## config.mk

```make
export PLATFORM = sky130hd
export DESIGN_NAME = spi_shift_engine
export DESIGN_NICKNAME = d
export VERILOG_FILES = /design/src/rtl/spi_pkg.sv /design/src/rtl/spi_clk_gen.sv /design/src/rtl/spi_shift_engine.sv
export SDC_FILE = /design/constraint.sdc
export NUM_CORES = 1
export LEC_CHECK = 0
export CELL_PAD_IN_SITES_DETAIL_PLACEMENT = 1
export CELL_PAD_IN_SITES_GLOBAL_PLACEMENT = 1
export CORE_MARGIN = 2
export CORE_UTILIZATION = 25
export CTS_BUF_LIST = sky130_fd_sc_hd__clkbuf_2
export DETAILED_ROUTE_END_ITERATION = 12
export HOLD_SLACK_MARGIN = 0.15
export MAX_ROUTING_LAYER = met4
export PLACE_DENSITY = 0.59
export SKIP_CTS_REPAIR_TIMING = 1
export SYNTH_ARGS = -nofsm -noshare
export SYNTH_HDL_FRONTEND = slang
export SYNTH_HIERARCHICAL = 1
export SYNTH_SLANG_ARGS = --single-unit
```

## constraint.sdc

```tcl
create_clock -name clk -period 2.9 [get_ports clk]
set_clock_uncertainty 0.15 [all_clocks]
set_input_delay 0.58 -clock clk [delete_from_list [all_inputs] [get_ports clk]]
set_output_delay 0.58 -clock clk [all_outputs]
set_load 0.1 [all_outputs]
```

## src/rtl/spi_pkg.sv

```systemverilog
// Shared SPI definitions: FSM state encoding and default widths, used by the
// shift engine and the SPI register block.
package spi_pkg;

  localparam int SPI_DATA_W = 8;
  localparam int SPI_DIV_W  = 8;

  typedef enum logic {
    IDLE  = 1'b0,
    SHIFT = 1'b1
  } spi_state_e;

  // Width needed to hold a toggle count running from 0 up to 2*data_w.
  function automatic int toggle_cnt_w(input int data_w);
    return $clog2(2 * data_w + 1);
  endfunction

endpackage

```

## src/rtl/spi_clk_gen.sv

```systemverilog
// Half-period counter and SCLK edge generator. While run is high, it emits one
// strobe every div+1 cycles, alternating leading/trailing, and counts them.
// While run is low, all counters stay at zero, so a new frame always starts
// from a clean count.
module spi_clk_gen
  import spi_pkg::*;
#(
  parameter int DATA_W = SPI_DATA_W,
  parameter int DIV_W  = SPI_DIV_W,
  parameter int CNT_W  = toggle_cnt_w(DATA_W)
) (
  input  logic             clk,
  input  logic             rst,
  input  logic             run,
  input  logic [DIV_W-1:0] div,
  output logic             lead,
  output logic             trail,
  output logic [CNT_W-1:0] toggle_count
);

  logic [DIV_W-1:0] half_cnt;
  logic             tick;

  // The counter wraps at div, so it never exceeds div even when div is all ones.
  assign tick  = run && (half_cnt == div);
  assign lead  = tick && !toggle_count[0];
  assign trail = tick &&  toggle_count[0];

  // Advance the half-period counter and the toggle count while a frame runs.
  always_ff @(posedge clk or posedge rst) begin
    if (rst) begin
      half_cnt     <= '0;
      toggle_count <= '0;
    end else if (!run) begin
      half_cnt     <= '0;
      toggle_count <= '0;
    end else if (tick) begin
      half_cnt     <= '0;
      toggle_count <= toggle_count + CNT_W'(1);
    end else begin
      half_cnt     <= half_cnt + DIV_W'(1);
    end
  end

endmodule

```

## src/rtl/spi_shift_engine.sv

```systemverilog
// SPI master shift engine: accepts one frame at a time, serialises it on MOSI,
// assembles MISO into rx_data, and supports all four SPI modes, both bit
// orders, a programmable SCLK divider and a synchronous abort.
module spi_shift_engine
  import spi_pkg::*;
#(
  parameter int DATA_W = SPI_DATA_W,
  parameter int DIV_W  = SPI_DIV_W
) (
  input  logic              clk,
  input  logic              rst,
  input  logic [DATA_W-1:0] tx_data,
  input  logic              tx_valid,
  output logic              tx_ready,
  output logic [DATA_W-1:0] rx_data,
  output logic              rx_valid,
  input  logic [DIV_W-1:0]  clk_div,
  input  logic              cpol,
  input  logic              cpha,
  input  logic              lsb_first,
  input  logic              abort,
  output logic              busy,
  output logic              spi_sclk,
  output logic              spi_mosi,
  input  logic              spi_miso
);

  localparam int              CNT_W    = toggle_cnt_w(DATA_W);
  localparam logic [CNT_W-1:0] LAST_TOG = CNT_W'(2 * DATA_W - 1);

  spi_state_e        state;
  spi_state_e        state_next;

  logic [DATA_W-1:0] tx_sr;
  logic [DATA_W-1:0] rx_sr;
  logic [DATA_W-1:0] rx_shifted;
  logic [DIV_W-1:0]  div_l;
  logic              cpol_l;
  logic              cpha_l;
  logic              lsb_l;

  logic              lead;
  logic              trail;
  logic [CNT_W-1:0]  toggle_count;

  logic              run;
  logic              final_edge;
  logic              finish;
  logic              sample;
  logic              advance;

  assign run        = (state == SHIFT);
  assign final_edge = trail && (toggle_count == LAST_TOG);
  assign finish     = final_edge && !abort;

  // toggle_count holds k-1 for the strobe currently firing.
  // With cpha=1 the first bit stays put through the first leading edge; with
  // cpha=0 there is no advance on the closing trailing edge.
  assign sample  = cpha_l ? trail : lead;
  assign advance = cpha_l ? (lead && (toggle_count != '0)) : (trail && !final_edge);

  // Received bits are packed in the same order they were transmitted.
  assign rx_shifted = lsb_l ? {spi_miso, rx_sr[DATA_W-1:1]}
                            : {rx_sr[DATA_W-2:0], spi_miso};

  spi_clk_gen #(
    .DATA_W (DATA_W),
    .DIV_W  (DIV_W),
    .CNT_W  (CNT_W)
  ) u_clk_gen (
    .clk          (clk),
    .rst          (rst),
    .run          (run),
    .div          (div_l),
    .lead         (lead),
    .trail        (trail),
    .toggle_count (toggle_count)
  );

  // FSM state register.
  always_ff @(posedge clk or posedge rst) begin
    if (rst) state <= IDLE;
    else     state <= state_next;
  end

  // Next-state logic: abort wins over frame completion.
  always_comb begin
    state_next = state;
    case (state)
      IDLE:    if (tx_valid) state_next = SHIFT;
      SHIFT:   if (abort || finish) state_next = IDLE;
      default: state_next = IDLE;
    endcase
  end

  // FSM outputs.
  always_comb begin
    tx_ready = (state == IDLE);
    busy     = (state == SHIFT);
  end

  // Datapath: latch the frame and config on accept, then shift on the strobes.
  always_ff @(posedge clk or posedge rst) begin
    if (rst) begin
      tx_sr    <= '0;
      rx_sr    <= '0;
      rx_data  <= '0;
      rx_valid <= 1'b0;
      div_l    <= '0;
      cpol_l   <= 1'b0;
      cpha_l   <= 1'b0;
      lsb_l    <= 1'b0;
      spi_sclk <= 1'b0;
      spi_mosi <= 1'b0;
    end else begin
      rx_valid <= 1'b0;
      case (state)
        IDLE: begin
          spi_sclk <= cpol;
          if (tx_valid) begin
            div_l    <= clk_div;
            cpol_l   <= cpol;
            cpha_l   <= cpha;
            lsb_l    <= lsb_first;
            rx_sr    <= '0;
            spi_mosi <= lsb_first ? tx_data[0] : tx_data[DATA_W-1];
            tx_sr    <= lsb_first ? (tx_data >> 1) : (tx_data << 1);
          end
        end
        SHIFT: begin
          if (abort) begin
            spi_sclk <= cpol_l;
          end else begin
            if (lead || trail) spi_sclk <= ~spi_sclk;
            if (sample) rx_sr <= rx_shifted;
            if (advance) begin
              spi_mosi <= lsb_l ? tx_sr[0] : tx_sr[DATA_W-1];
              tx_sr    <= lsb_l ? (tx_sr >> 1) : (tx_sr << 1);
            end
            if (final_edge) begin
              rx_data  <= sample ? rx_shifted : rx_sr;
              rx_valid <= 1'b1;
            end
          end
        end
        default: spi_sclk <= cpol_l;
      endcase
    end
  end

endmodule
```

==> key figures, run 1 <==
Timing
  – Fmax: just over 400 MHz
  – Final Cycle Share: 0.852
  – RSZ-0062 raised after global routing: no
  – TNS Setup: 0 ns
  – Worst-Margin Slew: 0.671 ns
  – Final setup viols: 0
  – Worst rel slew slack: 0.553
  – Final Max Tran Viols: 0
  – Min cycle time layout: between 2 and 2.5 ns
  – Final Hold Vio Count: 0

Synth
  – Synth area leaders: dfrtp_1 (49%), mux2_2 (8.9%), mux2i_1 (8.3%)
  – Gate Count Post-Synth: 252
  – Share of the synthesized area in the top cell type: 0.490
  – Dominant synthesized flop cell: dfrtp_1
  – Top-count cell post-synth: dfrtp_1
  – Synth Area in Compound Gates: 0.122
  – Syn Nets: 278
  – Netlist cell types: 32
  – Syn Std Cell Area: 2660 um^2
  – Synth Register Bits: 52
  – Simple-gate portion of the synthesized area: 0.121
  – Post-synth EDFFs: 0
  – Post-synthesis sequential area ratio: 0.490
  – Ys async rst share: 1.00
  – Largest family of logic cells by synthesized area: multiplexers
  – XOR/XNOR Fraction of Synth Area: 0.0461
  – Post-Syn Area per Cell: 10.5 um^2
  – Commonest cells in the synthesized netlist: dfrtp_1 (52), mux2i_1 (22), a21oi_1 (21), mux2_2 (21), nor2_1 (18)
  – Mux contribution to synthesized area: 0.172
  – Leading area contributor after synthesis: dfrtp_1
  – Adder-Cell Fraction of Synth Area: 0.00942
  – Yosys synthesis warning count: 6

Place
  – GP Congestion: 0.674
  – Dpl cell area: 3200 um^2
  – Post-Place Cells: 425
  – Port Buffers: 36
  – Hpwl dp: 4500 um

Clock network
  – Worst-skew pair later-pin latency: 0.44 ns
  – H-tree levels: 2
  – Clk pin slew, worst setup/hold paths: between 0.2 and 0.3 ns
  – Clk buf depth: 2
  – CTS sink count: between 50 and 60
  – Total CTS buffers: 5
  – CTS root buffer: clkbuf_2
  – CTS tree: built

Detailed routing
  – DRT antenna net count: 0
  – Average routed wire per standard cell: 14.3 um
  – Via density: 4.58
  – Drt drc: 0
  – Final WL: between 6000 and 7000 um
  – Vias: 1985
  – First DRT Iteration DRCs: 91
  – First drt pass iteration count: 4

Worst setup path
  – Crit Path Category: register to register
  – CP startpoint kind: register
  – Worst R2R Path Depth: 6
  – R2r startpoint: u_clk_gen/half_cnt[5]
  – Internal reg-to-reg setup slack: 0.43 ns
  – Req. time, crit path: just over 3 ns
  – Critical Path End Type: register
  – R2R Path End: spi_mosi
  – Crit path max fanout: 9
  – Worst EP arrival: 2.66 ns

Run status
  – Status: completed

Floorplan
  – Initial Utilization: 0.257
  – Core area: 10300 um^2
  – Die H: 107 um
  – Die X: ~110 um
  – Core Rows: 37
  – Die area: 11500 um^2
  – IO Count: 37

Finish
  – # diodes: 0
  – Cell area after layout: around 3300 um^2
  – Layout area overhead: 22.8%
  – Final core utilization: 0.316
  – Finished Layout Cells: 433
  – Layout cells sized above 1: 0.192
  – Fin nets: 322

GRT
  – GR Overflow Total: 0
  – Vias in the first global route: 2085
  – Largest net degree at the start of global routing: 40
  – First-pass GRT wire length: 10400 um
  – Tot GR Track Use: 0.117
  – Antenna violations before repair: 0

Min path
  – Worst min-delay path class: input pin to asynchronous set/reset pin

Pwr
  – PwrDens: 561 nW/um^2
  – Pleak: 1.42 nW
  – Worst VDD drop: 187 uV

Job
  – Max-Cap Viols: 0
-- placed cells by master (no fill, tap or decap), drive strengths merged, types with 2 or more instances in the layout --
cell,netlist,layout
o31ai,3,3
or4,4,4
nor2,18,18
ha,2,2
nand3,9,9
a21oi,21,21
o21ai,13,13
clkbuf,6,5
mux2,21,21
mux2i,22,22
dfrtp,52,52
nand4,3,3
nor2b,8,8
nor3,2,2
buf,4,24
a22o,2,2
and3,2,2
clkdlybuf4s50,0,23
a211oi,7,7
nand2,11,11
inv,17,17
xor2,5,5
clkinv,0,2
or3,2,2
xnor2,9,9
nor4,2,2
-- through the flow --
stage                     setup slack [ns]  hold WS [ns]  power [mW]
final                                0.430         0.314        1.83
after CTS                            0.394         0.298        1.86
after detailed placement             0.329         0.355        1.46
after global placement               0.320         0.344        1.45
after floorplan                     0.0947         0.307        1.30
after global routing                 0.186         0.319        1.94
-- where the power goes --
| group | internal (mW) | switching (mW) | leakage [nW] |
|---|---|---|---|
| Clock | 0.145 | 0.249 | 0.0406 |
| Sequential | 0.828 | 0.105 | 0.644 |
| Combinational | 0.229 | 0.275 | 0.733 |
-- state kept, by name (all words and copies together), names as in the netlist --
name and flops:
div_l 8, rx_data 8, rx_sr 8, tx_sr 8, u_clk_gen/half_cnt 8, u_clk_gen/toggle_count 5
busy 1, cpha_l 1, cpol_l 1, lsb_l 1, rx_valid 1, spi_mosi 1
spi_sclk 1
-- worst max-delay path, cell delays in order, from the launching register on --
cell      delay [ns]
dfrtp_1         0.49
xnor2_1         0.18
nand4_1         0.12
nor4_1          0.38
nand2_1         0.16
o311ai_4        0.50
mux2_2          0.40
-- layout make-up --
| type | instances | area [um^2] |
|---|---|---|
| Clock buffer | 5 | 25.0 |
| Tap cell | 136 | 170 |
| Fill cell | 1178 | 7060 |
| Inverter | 17 | 63.8 |
| Multi-Input combinational cell | 173 | 1250 |
| Sequential cell | 52 | 1300 |
| Timing Repair Buffer | 47 | 410 |
| Clock inverter | 3 | 42.5 |
-- cell families (layout without fill, tap and decap cells) --
| group | count (synthesis) | after routing |
|---|---|---|
| muxes | 43 | 43 |
| buffers and inverters | 27 | 72 |
| xor gates and xnor gates | 14 | 14 |
| DFF | 52 | 52 |
| and+or+nand+nor | 64 | 64 |
| AOI/OAI and AO/OA | 50 | 50 |
| adders and majority gates | 2 | 2 |
-- per-layer routing --
layer  global-route usage  share of wire  vias up
met3               0.0231          0.029        2
met4               0.0250         0.0053        0
met5                    -              0        -
met2                0.187           0.48       24
met1                0.156           0.48      982
li1                     -              -      977
-- worst max-delay path by stage --
stage	startpoint	endpoint	slack, ns	cells past startpoint
4_1_cts	u_clk_gen/half_cnt[3]	spi_mosi	0.39	6
5_1_grt	u_clk_gen/half_cnt[2]	spi_mosi	0.19	6
3_3_place_gp	abort	spi_mosi	0.32	5
2_1_floorplan	busy	spi_mosi	0.09	5
6_report	u_clk_gen/half_cnt[5]	spi_mosi	0.43	6
3_5_place_dp	abort	tx_sr[1]	0.33	5
No activity file was read; power rests on OpenSTA's default activity.
==> run 2: changes to the inputs <==
--- a/config.mk
+++ b/config.mk
@@ -10,11 +10,13 @@
 export CORE_MARGIN = 2
 export CORE_UTILIZATION = 25
 export CTS_BUF_LIST = sky130_fd_sc_hd__clkbuf_2
+export CTS_CLUSTER_SIZE = 25
 export DETAILED_ROUTE_END_ITERATION = 12
 export HOLD_SLACK_MARGIN = 0.15
 export MAX_ROUTING_LAYER = met4
 export PLACE_DENSITY = 0.59
 export SKIP_CTS_REPAIR_TIMING = 1
+export SLEW_MARGIN = 5
 export SYNTH_ARGS = -nofsm -noshare
 export SYNTH_HDL_FRONTEND = slang
 export SYNTH_HIERARCHICAL = 1
==> results of run 2 <==
Same layout as run 1: the final DEF is identical, and so are final timing and power.
==> run 3: changes to the inputs <==
--- a/config.mk
+++ b/config.mk
@@ -15,6 +15,7 @@
 export HOLD_SLACK_MARGIN = 0.15
 export MAX_ROUTING_LAYER = met4
 export PLACE_DENSITY = 0.59
+export RECOVER_POWER = 100
 export SKIP_CTS_REPAIR_TIMING = 1
 export SLEW_MARGIN = 5
 export SYNTH_ARGS = -nofsm -noshare
==> run 3 against run 2 <==
Non-clock buffer count is the same. Clock-buffer cell count is the same. Utilization shrank 0.61 points. Fmax shrank 1.2%. Die area is the same. Highest routed layer unchanged. Worst hold slack gained 0.079 ns. Critical path depth shrank 5. Critical path type is now register to primary output. Via count shrank 0.25%. Combinational power shrank 3%.
==> key figures, run 3 (synthesis results as in run 1) <==
Worst setup path
  – CP startpoint kind: register
  – R2r startpoint: u_clk_gen/half_cnt[2]
  – CP max-delay cell: clkbuf_1
  – Worst R2R Path Depth: 8 (+2)
  – Critical path's top delay family: buffers and inverters
  – Critical Path End Type: primary output
  – Buf+Inv Stages, Crit Path: 1 (+1)
  – CP peak stage delay: 0.88 ns (+0.38 ns)
  – Worst EP arrival: 1.77 ns (-0.89 ns)
  – Cell-by-cell trace of the critical path: clkbuf_1
  – Crit path max fanout: 3 (-6)
  – R2R Path End: rx_sr[2]
  – Internal reg-to-reg setup slack: 0.42 ns (about the same)
  – Req. time, crit path: 2.17 ns (-0.92 ns)
  – Critical path origin: spi_sclk
  – Crit Path Category: register to primary output

Min path
  – Hold Crit Start: rx_data[6]
  – Hold Path Sink: rx_data[6]
  – Worst min-delay path class: register to register
  – Hold Path Depth: 2

Clock network
  – CTS sink count: 52 (unchanged)
  – Total CTS buffers: 5 (unchanged)
  – CTS root buffer: clkbuf_2
  – Clk buf depth: 2 (unchanged)
  – Worst-skew pair later-pin latency: 0.44 ns (about the same)
  – Clk pin slew, worst setup/hold paths: 0.29 ns (about the same)
  – H-tree levels: 2 (unchanged)
  – CTS tree: built

Finish
  – Cell area after layout: 3200 um^2 (-1.9%)
  – Layout area overhead: 20.5%
  – Layout cells sized above 1: 0.145 (-0.0471)
  – Commonest non-fill, non-tap cell in the layout: dfrtp_1
  – # diodes: 0 (unchanged)
  – Most frequent cells in the layout: dfrtp_1 (51), mux2i_1 (22), clkdlybuf4s50_1 (22), a21oi_1 (21), mux2_2 (21)
  – Final core utilization: 0.310 (-0.00606)
  – Fin nets: 322 (unchanged)
  – Finished Layout Cells: 433 (unchanged)

Pwr
  – NetSw: 0.628 mW (-0.22%)
  – Worst VDD drop: 186 uV (-0.50%)
  – PwrDens: 567 nW/um^2 (+1.1%)
  – Clock network power share: 0.217 (+0.002)
  – Switching share of power: 0.346 (+0.00197)
  – Pleak: 1.37 nW (-3.5%)
  – Pint: 1.19 mW (-1.1%)
  – Sequential share of power: 0.513 (+0.004)
  – Power Total: 1.82 mW (-0.79%)
  – Comb power frac: 0.270 (-0.006)

Place
  – DP Worst Slack: 0.329 ns (unchanged)
  – Post-Place Cells: 425 (unchanged)
  – Dpl cell area: 3200 um^2 (unchanged)
  – Port Buffers: 36 (unchanged)
  – GP Congestion: 0.674 (unchanged)
  – Hpwl dp: 4500 um (unchanged)

Run status
  – Status: completed

GRT
  – Largest net degree at the start of global routing: 40 (unchanged)
  – Tot GR Track Use: 0.117 (unchanged)
  – GR Overflow Total: 0 (unchanged)
  – Antenna violations before repair: 0 (unchanged)
  – First-pass GRT wire length: 10400 um (unchanged)
  – Vias in the first global route: 2085 (unchanged)

Detailed routing
  – First DRT Iteration DRCs: 68 (-25%)
  – Final WL: 6190 um (+0.24%)
  – Average routed wire per standard cell: 14.3 um (+0.24%)
  – First drt pass iteration count: 4 (unchanged)
  – DRT antenna net count: 0 (unchanged)
  – Via density: 4.57 (-0.25%)
  – Vias: 1980 (-0.25%)
  – Drt drc: 0 (unchanged)

Floorplan
  – Core area: 10300 um^2 (unchanged)
  – Die H: 107 um (unchanged)
  – Initial Utilization: 0.257 (unchanged)
  – IO Count: 37 (unchanged)
  – Die X: 107 um (unchanged)
  – Die area: 11500 um^2 (unchanged)
  – Core Rows: 37 (unchanged)

Timing
  – Min cycle time layout: 2.50 ns (+0.0308 ns)
  – Worst rel slew slack: 0.227 (-0.326)
  – Fmax: 400 MHz (-1.2%)
  – Final Max Tran Viols: 0 (unchanged)
  – Final hold slack: 0.393 ns (+0.0794 ns)
  – Setup ws final: 0.399 ns (-0.0308 ns)
  – RSZ-0062 raised after global routing: no
  – Final Hold Vio Count: 0 (unchanged)
  – TNS Setup: 0 ns (unchanged)
  – Worst-Margin Slew: 1.16 ns (+0.494 ns)
  – Final Cycle Share: 0.862 (+0.0106)
  – Final setup viols: 0 (unchanged)

Job
  – Max-Cap Viols: 0 (unchanged)
## run 3: cell count changes in the layout (fill, tap and decap cells not counted)
| cell | change |
|---|---|
| buf_4 | -17 |
| clkbuf_1 | +13 |
| clkbuf_2 | +4 |
| clkdlybuf4s50_1 | -1 |
| dlygate4sd3_1 | +1 |
| o21ai_0 | +1 |
| o21ai_2 | -1 |
## run 3: worst max-delay path by stage
stage	end	slack, ns	depth (start not counted)
6_report	spi_sclk	0.40	1
5_1_grt	rx_sr[2]	0.12	8
4_1_cts	spi_mosi	0.39	6
3_5_place_dp	tx_sr[1]	0.33	5
3_3_place_gp	spi_mosi	0.32	5
2_1_floorplan	spi_mosi	0.09	5
## run 3: cell type report
| cell class | instances | area [um^2] |
|---|---|---|
| fill | 1184 | 7120 |
| tap | 136 | 170 |
| sequential | 52 | 1300 |
| clock buffer | 5 | 25.0 |
| timing repair buffer | 47 | 352 |
| multi-input combinational | 173 | 1250 |
| clock inverter | 3 | 42.5 |
| inverter | 17 | 63.8 |
## run 3: power groups by stage
| stage | Clock [mW] | Combinational (mW) | Sequential [mW] |
|---|---|---|---|
| after floorplan | 0 | 0.314 | 0.987 |
| final | 0.393 | 0.490 | 0.933 |
| after CTS | 0.413 | 0.514 | 0.935 |
| after global routing | 0.439 | 0.537 | 0.952 |
| after detailed placement | 0 | 0.512 | 0.950 |
| after global placement | 0 | 0.503 | 0.946 |
## run 3: routing by layer
layer | vias to the layer above | part of all wire | wire length (um) | global-route usage
li1 | 978 | - | - | -
met1 | 976 | 0.48 | 2970 | 0.156
met2 | 24 | 0.48 | 2990 | 0.187
met3 | 2 | 0.033 | 205 | 0.0231
met4 | 0 | 0.0053 | 33 | 0.0250
met5 | - | 0 | 0 | -
